--- config.mk ---
export PLATFORM = sky130hd
export DESIGN_NAME = uart_tx_frame
export DESIGN_NICKNAME = d
export VERILOG_FILES = /design/src/rtl/uart_tx_frame.sv
export SDC_FILE = /design/constraint.sdc
export NUM_CORES = 1
export LEC_CHECK = 0
export ABC_AREA = 0
export CORE_ASPECT_RATIO = 1.75
export CORE_MARGIN = 3
export CORE_UTILIZATION = 30
export DETAILED_ROUTE_END_ITERATION = 10
export SLEW_MARGIN = 20
export SYNTH_ARGS = -nofsm -noshare
export SYNTH_HDL_FRONTEND = slang
export SYNTH_SLANG_ARGS = --single-unit
--- constraint.sdc ---
create_clock -name clk -period 8.5 [get_ports clk]
set_input_delay 1.275 -clock clk [delete_from_list [all_inputs] [get_ports clk]]
set_output_delay 1.275 -clock clk [all_outputs]
set_load 0.01 [all_outputs]
--- src/rtl/uart_tx_frame.sv ---
// uart_tx_frame: UART serial transmitter (start, 8 data bits MSB first, stop) with a
// one-entry holding register; defining UART_TX_PARITY_EN adds an even-parity bit.
module uart_tx_frame #(
    parameter int CLKS_PER_BIT_FAST = 10417,
    parameter int CLKS_PER_BIT_SLOW = 20834
) (
    input  logic       clk,
    input  logic       rst_n,
    input  logic [7:0] tx_data,
    input  logic       tx_valid,
    output logic       tx_ready,
    input  logic       baud_sel,
    output logic       out,
    output logic       busy,
    output logic       frame_done
);
    localparam int MAX_CLKS = (CLKS_PER_BIT_FAST > CLKS_PER_BIT_SLOW) ?
                              CLKS_PER_BIT_FAST : CLKS_PER_BIT_SLOW;
    localparam int CNT_W = $clog2(MAX_CLKS);
    localparam logic [CNT_W-1:0] FAST_LAST = CNT_W'(CLKS_PER_BIT_FAST - 1);
    localparam logic [CNT_W-1:0] SLOW_LAST = CNT_W'(CLKS_PER_BIT_SLOW - 1);

    typedef enum logic [2:0] {
        IDLE   = 3'd0,
        START  = 3'd1,
        DATA   = 3'd2,
`ifdef UART_TX_PARITY_EN
        PARITY = 3'd3,
`endif
        STOP   = 3'd4
    } state_t;

`ifdef UART_TX_PARITY_EN
    function automatic logic even_parity(input logic [7:0] data);
        return ^data;
    endfunction
`endif

    function automatic logic [CNT_W-1:0] last_count(input logic div);
        if (div) begin
            return SLOW_LAST;
        end else begin
            return FAST_LAST;
        end
    endfunction

    state_t           state_r, next_state_s;
    logic [CNT_W-1:0] cnt_r, cnt_d_s;
    logic [2:0]       bit_r, bit_d_s;
    logic [7:0]       shift_r, shift_d_s;
    logic             div_r, div_d_s;
    logic [7:0]       hold_r;
    logic             hold_full_r;
    logic             tx_ready_r;
    logic             out_r, out_d_s;
    logic             busy_r, busy_d_s;
    logic             done_r, done_d_s;
    logic             load_s;
    logic             accept_s;
    logic             bit_last_s;
`ifdef UART_TX_PARITY_EN
    logic             parity_r, parity_d_s;
`endif

    assign accept_s   = tx_valid && tx_ready_r;
    assign bit_last_s = (cnt_r == last_count(div_r));

    // Holding register: filled by a transfer, emptied when a frame takes the byte.
    always_ff @(posedge clk or negedge rst_n) begin
        if (!rst_n) begin
            hold_r      <= 8'h00;
            hold_full_r <= 1'b0;
            tx_ready_r  <= 1'b1;
        end else if (accept_s) begin
            hold_r      <= tx_data;
            hold_full_r <= 1'b1;
            tx_ready_r  <= 1'b0;
        end else if (load_s) begin
            hold_full_r <= 1'b0;
            tx_ready_r  <= 1'b1;
        end else begin
            hold_full_r <= hold_full_r;
            tx_ready_r  <= tx_ready_r;
        end
    end

    // State and datapath registers; outputs are registered from next-cycle values.
    always_ff @(posedge clk or negedge rst_n) begin
        if (!rst_n) begin
            state_r  <= IDLE;
            cnt_r    <= '0;
            bit_r    <= 3'd0;
            shift_r  <= 8'h00;
            div_r    <= 1'b0;
            out_r    <= 1'b1;
            busy_r   <= 1'b0;
            done_r   <= 1'b0;
`ifdef UART_TX_PARITY_EN
            parity_r <= 1'b0;
`endif
        end else begin
            state_r  <= next_state_s;
            cnt_r    <= cnt_d_s;
            bit_r    <= bit_d_s;
            shift_r  <= shift_d_s;
            div_r    <= div_d_s;
            out_r    <= out_d_s;
            busy_r   <= busy_d_s;
            done_r   <= done_d_s;
`ifdef UART_TX_PARITY_EN
            parity_r <= parity_d_s;
`endif
        end
    end

    // Next-state logic; load_s marks the cycle a frame takes the held byte.
    always_comb begin
        next_state_s = state_r;
        load_s       = 1'b0;
        case (state_r)
            IDLE: begin
                if (hold_full_r) begin
                    next_state_s = START;
                    load_s       = 1'b1;
                end else begin
                    next_state_s = IDLE;
                end
            end
            START: begin
                if (bit_last_s) begin
                    next_state_s = DATA;
                end else begin
                    next_state_s = START;
                end
            end
            DATA: begin
                if (bit_last_s && (bit_r == 3'd7)) begin
`ifdef UART_TX_PARITY_EN
                    next_state_s = PARITY;
`else
                    next_state_s = STOP;
`endif
                end else begin
                    next_state_s = DATA;
                end
            end
`ifdef UART_TX_PARITY_EN
            PARITY: begin
                if (bit_last_s) begin
                    next_state_s = STOP;
                end else begin
                    next_state_s = PARITY;
                end
            end
`endif
            STOP: begin
                if (bit_last_s && hold_full_r) begin
                    next_state_s = START;
                    load_s       = 1'b1;
                end else if (bit_last_s) begin
                    next_state_s = IDLE;
                end else begin
                    next_state_s = STOP;
                end
            end
            default: begin
                next_state_s = IDLE;
            end
        endcase
    end

    // Bit timer, bit counter, shift register and divider select.
    always_comb begin
        cnt_d_s   = cnt_r;
        bit_d_s   = bit_r;
        shift_d_s = shift_r;
        div_d_s   = div_r;
        if (load_s) begin
            cnt_d_s   = '0;
            bit_d_s   = 3'd0;
            shift_d_s = hold_r;
            div_d_s   = baud_sel;
        end else if (state_r == IDLE) begin
            cnt_d_s = '0;
        end else if (bit_last_s) begin
            cnt_d_s = '0;
            if (state_r == DATA) begin
                shift_d_s = {shift_r[6:0], 1'b0};
                bit_d_s   = bit_r + 3'd1;
            end else begin
                shift_d_s = shift_r;
            end
        end else begin
            cnt_d_s = cnt_r + CNT_W'(1);
        end
    end

    // Output values for the coming cycle, derived from the next state.
    always_comb begin
`ifdef UART_TX_PARITY_EN
        parity_d_s = load_s ? even_parity(hold_r) : parity_r;
`endif
        busy_d_s = (next_state_s != IDLE);
        done_d_s = (next_state_s == STOP) && (cnt_d_s == last_count(div_d_s));
        case (next_state_s)
            IDLE:    out_d_s = 1'b1;
            START:   out_d_s = 1'b0;
            DATA:    out_d_s = shift_d_s[7];
`ifdef UART_TX_PARITY_EN
            PARITY:  out_d_s = parity_d_s;
`endif
            STOP:    out_d_s = 1'b1;
            default: out_d_s = 1'b1;
        endcase
    end

    assign tx_ready   = tx_ready_r;
    assign out        = out_r;
    assign busy       = busy_r;
    assign frame_done = done_r;

endmodule

## Word level (Yosys, flattened, before mapping)

Cells that the tools add are included.
W data, S select, Z words.

- Register bits after elaboration: 43
- Output and inout bits: 4
- Logic and storage cells: 62

- $add $sub $neg: 2
- Equality and inequality tests: 10
- Muxes and demuxes: 28
- Reductions and logical operators: 10

Operators by type and width:

| cell | count |
|---|---|
| $mux W15 | 5 |
| $mux W8 | 4 |
| $eq A15 B15 Y1 | 2 |
| $mux W3 | 7 |
| $add A15 B1 Y15 const B | 1 |
| $pmux W3 S4 | 1 |
| $eq A3 B3 Y1 const B | 3 |
| $mux W1 | 8 |
| $eq A3 B1 Y1 const B | 2 |
| $eq A3 B2 Y1 const B | 2 |
| $reduce_bool A2 Y1 | 3 |
| $logic_and A1 B1 Y1 | 4 |
| $pmux W1 S2 | 2 |
| $add A3 B1 Y3 const B | 1 |
| $logic_not A3 Y1 | 1 |
| $reduce_and A3 Y1 | 1 |
| $reduce_bool A3 Y1 | 1 |
| $mux W2 | 1 |
| $ne A2 B2 Y1 const B | 1 |

## Depth between registers and ports, before layout

Gate-level depths: netlist of run 1.

- Depth in word-level cells: 9
- Mapped depth: 9
- Mapped depth without buffers: 8

## Least setup slack after synthesis of run 1

No wires, ideal clock.

- Kind: flip-flop to flip-flop
- From: register cnt_r[2]
- To: register done_r (netlist: frame_done)
- Arrival: 2.651 ns
- Data required time: 8.389 ns
- Slack: 5.737 ns
- Stages on the path, launching flop included: 10
- Path buffers: 2
- Cell sequence: dfrtp_1 -> buf_6 -> or4b_4 -> a2111oi_4 -> o2111a_1 -> or3_1 -> buf_6 -> or3b_1 -> o32a_1 -> a2111oi_2

- Cells in the longest elaborated chain, start to end: 8
- Elaborated cells between the ends (all ways): 19

Ends and longest elaborated chain:

| element | line | source |
|---|---|---|
| start: declaration | 48 | `logic [CNT_W-1:0] cnt_r, cnt_d_s;` |
| start signal: assignment | 103 | `cnt_r <= cnt_d_s;` |
| $eq A15 B15 Y1 | 66 | `assign bit_last_s = (cnt_r == last_count(div_r));` |
| $logic_and A1 B1 Y1 | 157 | `if (bit_last_s && hold_full_r) begin` |
| $mux W1 | 157 |  |
| $pmux W1 S2 | 120 | `case (state_r)` |
| $mux W1 | 178 | `if (load_s) begin` |
| via div_d_s | 51 | `logic div_r, div_d_s;` |
| $mux W15 | 40 | `if (div) begin` |
| $eq A15 B15 Y1 | 204 | `done_d_s = (next_state_s == STOP) && (cnt_d_s == last_count(div_d_s));` |
| $logic_and A1 B1 Y1 | 204 |  |
| via done_d_s | 57 | `logic done_r, done_d_s;` |
| end signal: assignment | 109 | `done_r <= done_d_s;` |
| end: declaration | 57 |  |

The timed path passes the listed nets, and every way through them passes these cells.
A chain may end at the register's enable or synchronous reset.

## Final worst setup path of run 1

- From: register cnt_r[2]
- To: register done_r (netlist: frame_done)

- Elaborated cells between the ends (all ways): 19

RTL lines:

| element | line |
|---|---|
| branches (longest 4 deep; another with $add A15 B1 Y15) | -- |
| $mux W15 (*) | 178 |
| via cnt_d_s[11] | 48 |
| $eq A15 B15 Y1 (*) | 204 |
| $logic_and A1 B1 Y1 (*) | 204 |
| via done_d_s | 57 |

Mark *: on every way through the listed nets, which the timed path passes.

==> results.ini, run 1 <==
[sta]
finClkSkew_ns = 0.002897
slew_headroom = 0.3495
period_share = 0.3853
fmax_mhz = 305.3
tns_ns = 0
period_needed_ns = 3.275
slew_violations = 0
finalSetupViolCount = 0
finalHoldViolations = 0
worst_slew_pin_slew_ns = 0.9758
rsz0062_at_grt = no

[synthesis]
ys.flop_type = dfrtp_1
synth_edf_count = 0
synth.distinct_cells = 48
async_flop_share = 1.000
yosys_warnings = 0
syn_avg_cell_area_um2 = 10.10
syn-num-nets = 236
ys_ff_latch = 43
syn_inst = 221
ys_seq_area_frac = 0.4832
synth_area_um2 = 2232

[clock_network]
cts_sinks = 43
cts_tree = built
cts_setup_buffers = 0
insertion_delay_ns = 0.28
ctsHoldBuffers = 0
post_cts_resized = 0
cts_buffers = 5
clock_path_buffers = 2
clk_pin_slew_ns = 0.06
cts_root_buffer = clkbuf_16
htreeDepth = 2

[floorplan]
die_h_um = 120.1
design.core.area_um2 = 7233
die_area_um2 = 8552
num_rows = 41
dieWidth_um = 71.21
ioPinCount = 16
initial_core_util = 0.3086

[place]
dp_hpwl_um = 3704
placed_cells = 314
place_area_um2 = 2439
gp_congestion = 0.8191
numPortBuffers = 15

[grt]
antenna_found_initial = 0
grt_pass1_wl_um = 7941
grt_max_degree = 44
first_global_vias = 1677
grt.total_usage = 0.1195
gr-total-overflow = 0

[run_status]
status = completed

[worst_setup_path]
critPathCaptureType = flop
worstSetupStartpointType = flop
required_ns = 8.67
crit_arrival_ns = 3.44
crit_type = flop to flop
worstPathMaxFanout = 14

[pwr]
peakVddDrop_mv = 0.1573
power.density_nw_per_um2 = 180.6
total_power_w = 0.0004693
leakage_nw = 1.085

[cells_and_area]
final_common_cell = dfrtp_1
finalNonFillerCells = 322
area_growth_pct = 16.42
nNetsFinal = 250
final_cell_mix = dfrtp_1, nor2_1, inv_1, nand2_1, clkdlybuf4s50_1
diodes = 0
drive_gt1_frac = 0.1102
fin_area_um2 = 2599

[routing]
ant_nets = 0
route.vias.total = 1695
viasPerCell = 5.264
drtPass1Iterations = 4
drtIter0Drc = 58
wirelength_um = 4889
avgRoutedWirePerCell_um = 15.18
drcViolationCount = 0

[job]
drv_cap = 0

[min_path]
min-delay-path-class = flop to flop

registers in the layout (all words and copies together) (netlist names):
register	cells
frame_done	1
cnt_r	15
hold_r	8
div_r	1
tx_ready	1
bit_r	3
hold_full_r	1
shift_r	8
out	1
busy	1
state_r	3
kinds of logic (layout without fill, tap and decap cells):
group / Yosys count / after routing / share of synthesized area
buf+inv: 23 / 38 / 0.04596
compound gates: 39 / 39 / 0.1329
simple gates: 87 / 87 / 0.2080
fa+ha+maj: 3 / 3 / 0.01682
xor+xnor: 14 / 14 / 0.05493
flops: 43 / 43 / 0.4832
mux: 12 / 12 / 0.05830
worst max-delay path: stages, from the launching register on:
cell and delay (ns):
dfrtp_1 0.47, or4b_4 0.56, a2111oi_4 0.47, a2bb2oi_2 0.54, nor2_1 0.17, or3b_1 0.41
o32a_1 0.18, a2111oi_2 0.36
routing by layer:
metal,part of all wire,wire length (µm),up-vias,GRT usage
li1,-,-,805,-
met1,0.37,1786,833,0.1103
met2,0.56,2754,40,0.2275
met3,0.025,120,17,0.02431
met4,0.046,227,0,0.07412
met5,0,0,-,0
stage by stage:
stage | worst slack, ns | hold slack (ns) | util
4_1_cts | 5.239 | 0.4840 | 0.3593
6_report | 5.225 | 0.4790 | 0.3593
5_1_grt | 5.009 | 0.5108 | 0.3593
3_5_place_dp | 5.251 | 0.4697 | 0.3371
3_3_place_gp | 5.345 | 0.4573 | 0.3371
2_1_floorplan | 5.737 | 0.4444 | -
cells in the mapped netlist, types with 2 or more instances:
cell type | number | share of area
dfrtp_1 | 41 | 0.46
nor2_1 | 30 | 0.050
inv_1 | 15 | 0.025
nand2_1 | 15 | 0.025
o21ai_0 | 10 | 0.022
nand3_1 | 9 | 0.020
xnor2_1 | 9 | 0.035
mux2_2 | 8 | 0.040
a21oi_1 | 7 | 0.016
a22oi_1 | 5 | 0.017
clkbuf_1 | 5 | 0.0084
xor2_1 | 5 | 0.020
mux2i_1 | 4 | 0.018
nand4_1 | 4 | 0.011
nor3_1 | 4 | 0.0090
o21a_1 | 4 | 0.013
and3_1 | 3 | 0.0084
ha_1 | 3 | 0.017
or3_1 | 3 | 0.0084
a2111oi_0 | 2 | 0.0078
and4_1 | 2 | 0.0078
buf_6 | 2 | 0.010
dfstp_2 | 2 | 0.024
nand3b_1 | 2 | 0.0067
nor2b_1 | 2 | 0.0056
o2111a_1 | 2 | 0.010
o22ai_1 | 2 | 0.0056
power breakdown:
part,switching (W),internal (W)
Sequential,0.0000102,0.000226
Clock,0.0000758,0.000125
Combinational,0.0000116,0.0000214
Total,0.0000976,0.000372
worst paths after layout:
| path | startpoint | to | slack, ns | cells past startpoint |
|---|---|---|---|---|
| worst max-delay path | cnt_r[2] | frame_done | 5.22 | 7 |
| worst min-delay path | hold_r[5] | shift_r[5] | 0.48 | 2 |
| worst max register to register | cnt_r[2] | frame_done | 5.22 | 7 |
| worst min register to register | hold_r[5] | shift_r[5] | 0.48 | 2 |
| max in group asynchronous | rst_n | state_r[1] | 6.75 | 1 |
| min in group asynchronous | rst_n | shift_r[1] | 1.15 | 1 |
area by class of cell:
type,instances,area (µm²)
inverters,15,56.30
well taps,86,107.6
flip-flops and latches,43,1079
repair buffers,15,145.1
fillers,707,4634
multi-input cells,155,1051
clock buffers,7,152.6
clock inverters,1,7.507
(Power assumes the default switching activity.)
==> run 2: changes to the inputs <==
==> constraint.sdc (replaced) <==
create_clock -name clk -period 3.15 [get_ports clk]
set_input_delay 0.4725 -clock clk [delete_from_list [all_inputs] [get_ports clk]]
set_output_delay 0.4725 -clock clk [all_outputs]
set_load 0.01 [all_outputs]
==> results.ini, run 2 (synthesis results as in run 1) <==
[run_status]
status = completed

[pwr]
power_switching_w = 0.0002589  ; +170%
power.density_nw_per_um2 = 494.4  ; +170%
combPwrFrac = 0.068  ; -0.002
leakage_nw = 1.102  ; +1.6%
power_frac_seq = 0.490  ; -0.012
swShare = 0.1993  ; -0.008610
peakVddDrop_mv = 0.4157  ; +160%
p_int_w = 0.001040  ; +180%
pwr-share-clk = 0.442  ; +0.015

[worst_setup_path]
cpPeakStageDelay_ns = 0.56  ; about the same
crit_arrival_ns = 3.15  ; -0.29 ns
required_ns = 3.32  ; -5.35 ns
crit_type = flop to flop
timing.rr.start = cnt_r[2]
critPathBufInv = 0  ; unchanged
r2r_cells = 7  ; unchanged
worstPathMaxFanout = 9  ; -5
rrSetupSlack_ns = 0.17  ; -5.06 ns
critPathCaptureType = flop
cp_top_family = compound AO/OA/AOI/OAI gates
worstSetupStartpointType = flop
r2r-end = frame_done
crit_chain = or4b_4 -> a2111oi_4 -> o2111a_1 -> or3_1 -> or3b_1 -> o32a_1 -> a2111oi_2
slowest_stage = or4b_4

[floorplan]
initial_core_util = 0.3086  ; unchanged
ioPinCount = 16  ; unchanged
dieWidth_um = 71.21  ; unchanged
design.core.area_um2 = 7233  ; unchanged
die_area_um2 = 8552  ; unchanged
die_h_um = 120.1  ; unchanged
num_rows = 41  ; unchanged

[cells_and_area]
final_cell_mix = dfrtp_1, nor2_1, inv_1, nand2_1, clkdlybuf4s50_1
regMostFlops = cnt_r
top_regs = cnt_r x15, hold_r x8, shift_r x8
multi_input_area_um2 = 1051  ; unchanged
diodes = 0  ; unchanged
final_common_cell = dfrtp_1
fillerInstances = 730  ; +3.3%
largest_register_ffs = 15  ; unchanged
seq_area_um2 = 1079  ; unchanged
drive_gt1_frac = 0.1172  ; +0.006985
nNetsFinal = 253  ; +1.2%
area_growth_pct = 17.71
fin_area_um2 = 2628  ; +1.1%

[routing]
drt-met1-wl_um = 1757  ; -1.6%
avgRoutedWirePerCell_um = 14.35  ; -5.5%
drtIter0Drc = 74  ; +28%
viasPerCell = 5.138  ; -2.4%
highest_layer = met4
wirelength_um = 4664  ; -4.6%
route.vias.total = 1670  ; -1.5%
drcViolationCount = 0  ; unchanged
ant_nets = 0  ; unchanged
met3WireLength_um = 121  ; +0.83%
wl_met2_um = 2678  ; -2.8%
drtPass1Iterations = 6  ; +2

[clock_network]
ctsHoldBuffers = 0  ; unchanged
cts_setup_buffers = 0  ; unchanged
cts_sinks = 43  ; unchanged
clock_path_buffers = 2  ; unchanged
htreeDepth = 2  ; unchanged
cts_root_buffer = clkbuf_16
post_cts_resized = 0  ; unchanged
cts_buffers = 5  ; unchanged
cts_tree = built
clk_pin_slew_ns = 0.06  ; about the same
insertion_delay_ns = 0.28  ; about the same

[place]
gp_congestion = 0.7928  ; -3.2%
post-place-ws_ns = 0.1714  ; -5.079 ns
dp_hpwl_um = 3561  ; -3.9%
place_area_um2 = 2461  ; +0.92%
numPortBuffers = 15  ; unchanged

[sta]
finalSetupViolCount = 0  ; unchanged
slew_violations = 0  ; unchanged
fin_ws_ns = 0.1691  ; -5.056 ns
slew_headroom = 0.3800  ; +0.03051
rsz0062_at_grt = no
finalHoldViolations = 0  ; unchanged
period_share = 0.9463  ; +0.5610
worst_slew_pin_slew_ns = 0.9300  ; -0.04576 ns
tns_ns = 0  ; unchanged
finClkSkew_ns = 0.006520  ; +0.003623 ns
fmax_mhz = 335.5  ; +9.9%
period_needed_ns = 2.981  ; -0.2944 ns

[grt]
grt_pass1_wl_um = 7824  ; -1.5%
first_global_vias = 1678  ; +0.060%
grt_max_degree = 44  ; unchanged
gr-total-overflow = 0  ; unchanged
antenna_found_initial = 0  ; unchanged
grt.total_usage = 0.1155  ; -0.003939

[min_path]
min-delay-path-class = input port to async pin

[job]
drv_cap = 0  ; unchanged

-- run 2: worst reg2reg max path: cells and delay by family (launching register included) --
kind             cells  cell delay, ns
AO/OA/AOI/OAI        4            1.29
flip-flops           1            0.47
AND/OR/NAND/NOR      3            1.12
-- run 2: metrics by stage --
stage	util	instances	power (W)	hold slack, ns
floorplan	-	221	0.0006981	0.1769
global placement	0.3403	317	0.0007342	0.4578
detailed placement	0.3403	317	0.0007381	0.4732
CTS	0.3633	325	0.001315	0.3653
global route	0.3633	325	0.001353	0.4027
finish	0.3633	325	0.001299	0.3296
-- run 2: power groups by stage --
| stage | registers, W | clock network [W] | logic [W] |
|---|---|---|---|
| 6_report | 0.000637 | 0.000574 | 0.0000886 |
| 3_3_place_gp | 0.000646 | 0 | 0.0000879 |
| 4_1_cts | 0.000637 | 0.000587 | 0.0000908 |
| 3_5_place_dp | 0.000647 | 0 | 0.0000908 |
| 5_1_grt | 0.000642 | 0.000611 | 0.0000992 |
| 2_1_floorplan | 0.000639 | 0 | 0.0000594 |
-- run 2: routing by layer --
| metal | GRT usage | up-vias |
|---|---|---|
| met5 | 0 | - |
| met4 | 0.04941 | 0 |
| met3 | 0.01844 | 8 |
| met2 | 0.2270 | 31 |
| met1 | 0.1135 | 817 |
| li1 | - | 814 |
-- run 2: worst max path at each step --
stage / from / end / depth (start not counted)
global placement: cnt_r[2] / frame_done / 7
floorplan: cnt_r[2] / frame_done / 9
finish: cnt_r[2] / frame_done / 7
CTS: cnt_r[2] / frame_done / 7
global route: cnt_r[2] / frame_done / 7
detailed placement: cnt_r[2] / frame_done / 7
-- run 2: area by class of cell --
| cell class | instances | share of cell area |
|---|---|---|
| clock buffer | 6 | 0.04905 |
| clock inverter | 2 | 0.01429 |
| inverter | 15 | 0.02143 |
| multi-input combinational | 155 | 0.4000 |
| sequential | 43 | 0.4105 |
| tap | 86 | 0.04095 |
| timing repair buffer | 18 | 0.06381 |
==> run 3: changes to the inputs <==
--- a/config.mk
+++ b/config.mk
@@ -6,9 +6,9 @@
 export NUM_CORES = 1
 export LEC_CHECK = 0
 export ABC_AREA = 0
-export CORE_ASPECT_RATIO = 1.75
+export CORE_ASPECT_RATIO = 1.4
 export CORE_MARGIN = 3
-export CORE_UTILIZATION = 30
+export CORE_UTILIZATION = 40
 export DETAILED_ROUTE_END_ITERATION = 10
 export SLEW_MARGIN = 20
 export SYNTH_ARGS = -nofsm -noshare
==> results.ini, run 3 (synthesis results as in run 1) <==
[floorplan]
num_rows = 31  ; -24%
ioPinCount = 16  ; unchanged
dieWidth_um = 69.14  ; -2.9%
die_area_um2 = 6526  ; -24%
die_h_um = 94.39  ; -21%
design.core.area_um2 = 5275  ; -27%
initial_core_util = 0.4231  ; +0.1146

[clock_network]
cts_setup_buffers = 0  ; unchanged
cts_root_buffer = clkbuf_8
insertion_delay_ns = 0.29  ; about the same
clock_path_buffers = 2  ; unchanged
clk_pin_slew_ns = 0.08  ; +0.02 ns
cts_sinks = 43  ; unchanged
ctsHoldBuffers = 0  ; unchanged
htreeDepth = 2  ; unchanged
post_cts_resized = 0  ; unchanged
cts_tree = built
cts_buffers = 5  ; unchanged

[sta]
finalHoldViolations = 0  ; unchanged
period_needed_ns = 2.940  ; -0.04086 ns
slew_violations = 0  ; unchanged
worst_slew_pin_slew_ns = 0.9613  ; +0.03131 ns
slew_headroom = 0.3591  ; -0.02087
fmax_mhz = 340.1  ; +1.4%
finClkSkew_ns = 0.008500  ; +0.001980 ns
rsz0062_at_grt = no
tns_ns = 0  ; unchanged
period_share = 0.9334  ; -0.01297
finalSetupViolCount = 0  ; unchanged

[cells_and_area]
regMostFlops = cnt_r
drive_gt1_frac = 0.1286  ; +0.01148
seq_area_um2 = 1079  ; unchanged
multi_input_area_um2 = 1051  ; unchanged
diodes = 0  ; unchanged
fillerInstances = 531  ; -27%
area_growth_pct = 14.85
final_common_cell = dfrtp_1
nNetsFinal = 255  ; +0.79%
largest_register_ffs = 15  ; unchanged
top_regs = cnt_r x15, hold_r x8, shift_r x8
final_cell_mix = dfrtp_1, nor2_1, inv_1, nand2_1, clkdlybuf4s50_1
fin_area_um2 = 2564  ; -2.4%
final_util = 0.4860  ; +0.1227

[worst_setup_path]
critPathCapture = frame_done
startpoint = cnt_r[3]
r2r-end = frame_done
worstPathMaxFanout = 7  ; -2
critPathBufInv = 0  ; unchanged
timing.rr.start = cnt_r[3]
cpPeakStageDelay_ns = 0.57  ; about the same
slowest_stage = or4b_4
crit_cells = 7  ; unchanged
rrSetupSlack_ns = 0.21  ; +0.04 ns
r2r_cells = 7  ; unchanged
required_ns = 3.33  ; about the same
worstSetupStartpointType = flop
critPathCaptureType = flop
crit_arrival_ns = 3.12  ; -0.03 ns
crit_type = flop to flop
crit_chain = or4b_4 -> a2111oi_4 -> o2111a_1 -> or3_1 -> or3b_1 -> o32a_1 -> a2111oi_2
cp_top_family = compound AO/OA/AOI/OAI gates

[place]
place_area_um2 = 2451  ; -0.41%
gp_congestion = 0.8037  ; +1.4%
numPortBuffers = 15  ; unchanged
dp_hpwl_um = 3336  ; -6.3%

[pwr]
power.density_nw_per_um2 = 447.2  ; -9.6%
leakage_nw = 1.094  ; -0.73%
peakVddDrop_mv = 0.3965  ; -4.6%
total_power_w = 0.001146  ; -12%

[grt]
grt.total_usage = 0.1497  ; +0.03420
antenna_found_initial = 0  ; unchanged
gr-total-overflow = 0  ; unchanged
first_global_vias = 1653  ; -1.5%
grt_max_degree = 44  ; unchanged
grt_pass1_wl_um = 7859  ; +0.45%

[routing]
wirelength_um = 4457  ; -4.4%
drcViolationCount = 0  ; unchanged
ant_nets = 0  ; unchanged
viasPerCell = 5.391  ; +4.9%
drtIter0Drc = 68  ; -8.1%
drtPass1Iterations = 4  ; -2
route.vias.total = 1655  ; -0.90%
avgRoutedWirePerCell_um = 14.52  ; +1.2%

[run_status]
status = completed

[job]
drv_cap = 0  ; unchanged

[min_path]
min-delay-path-class = input port to async pin

run 3: changes by cell type in the layout (fill, tap and decap cells not counted):
cell,before,now
buf_4,3,5
clkbuf_1,1,0
clkbuf_16,5,0
clkbuf_8,0,5
clkinv_2,0,1
clkinv_4,0,1
clkinvlp_4,1,0
run 3: power by group:
group          internal (W)  leakage [nW]  switching [W]
Combinational     0.0000577         0.487      0.0000307
Clock              0.000236        0.0581       0.000187
Sequential         0.000607         0.549      0.0000274
run 3: final cells by class:
type / instances / area share
sequential: 43 / 0.4207
clock inverter: 3 / 0.01708
clock buffer: 5 / 0.02684
tap: 66 / 0.03221
multi-input combinational: 155 / 0.4100
timing repair buffer: 20 / 0.07125
inverter: 15 / 0.02196
run 3: metal layers:
metal,wire length (µm),up-vias,GRT usage
li1,-,821,-
met2,2352,20,0.2779
met1,1920,808,0.1718
met5,0,-,0
met3,113,6,0.02982
met4,70,0,0.04886
run 3: worst min path at each step:
stage	slack, ns	cells after the start	to
detailed placement	0.49	2	shift_r[0]
CTS	0.36	1	hold_r[5]
floorplan	0.18	0	bit_r[0]
global placement	0.46	2	shift_r[0]
global route	0.39	1	cnt_r[1]
finish	0.33	1	cnt_r[1]
run 3: stage by stage:
step / cells / setup WS (ns) / hold slack (ns)
2_1_floorplan: 221 / 0.3872 / 0.1769
3_3_place_gp: 299 / 0.2806 / 0.4568
3_5_place_dp: 299 / 0.2608 / 0.4877
4_1_cts: 307 / 0.2238 / 0.3553
5_1_grt: 307 / 0.09338 / 0.3872
6_report: 307 / 0.2099 / 0.3271
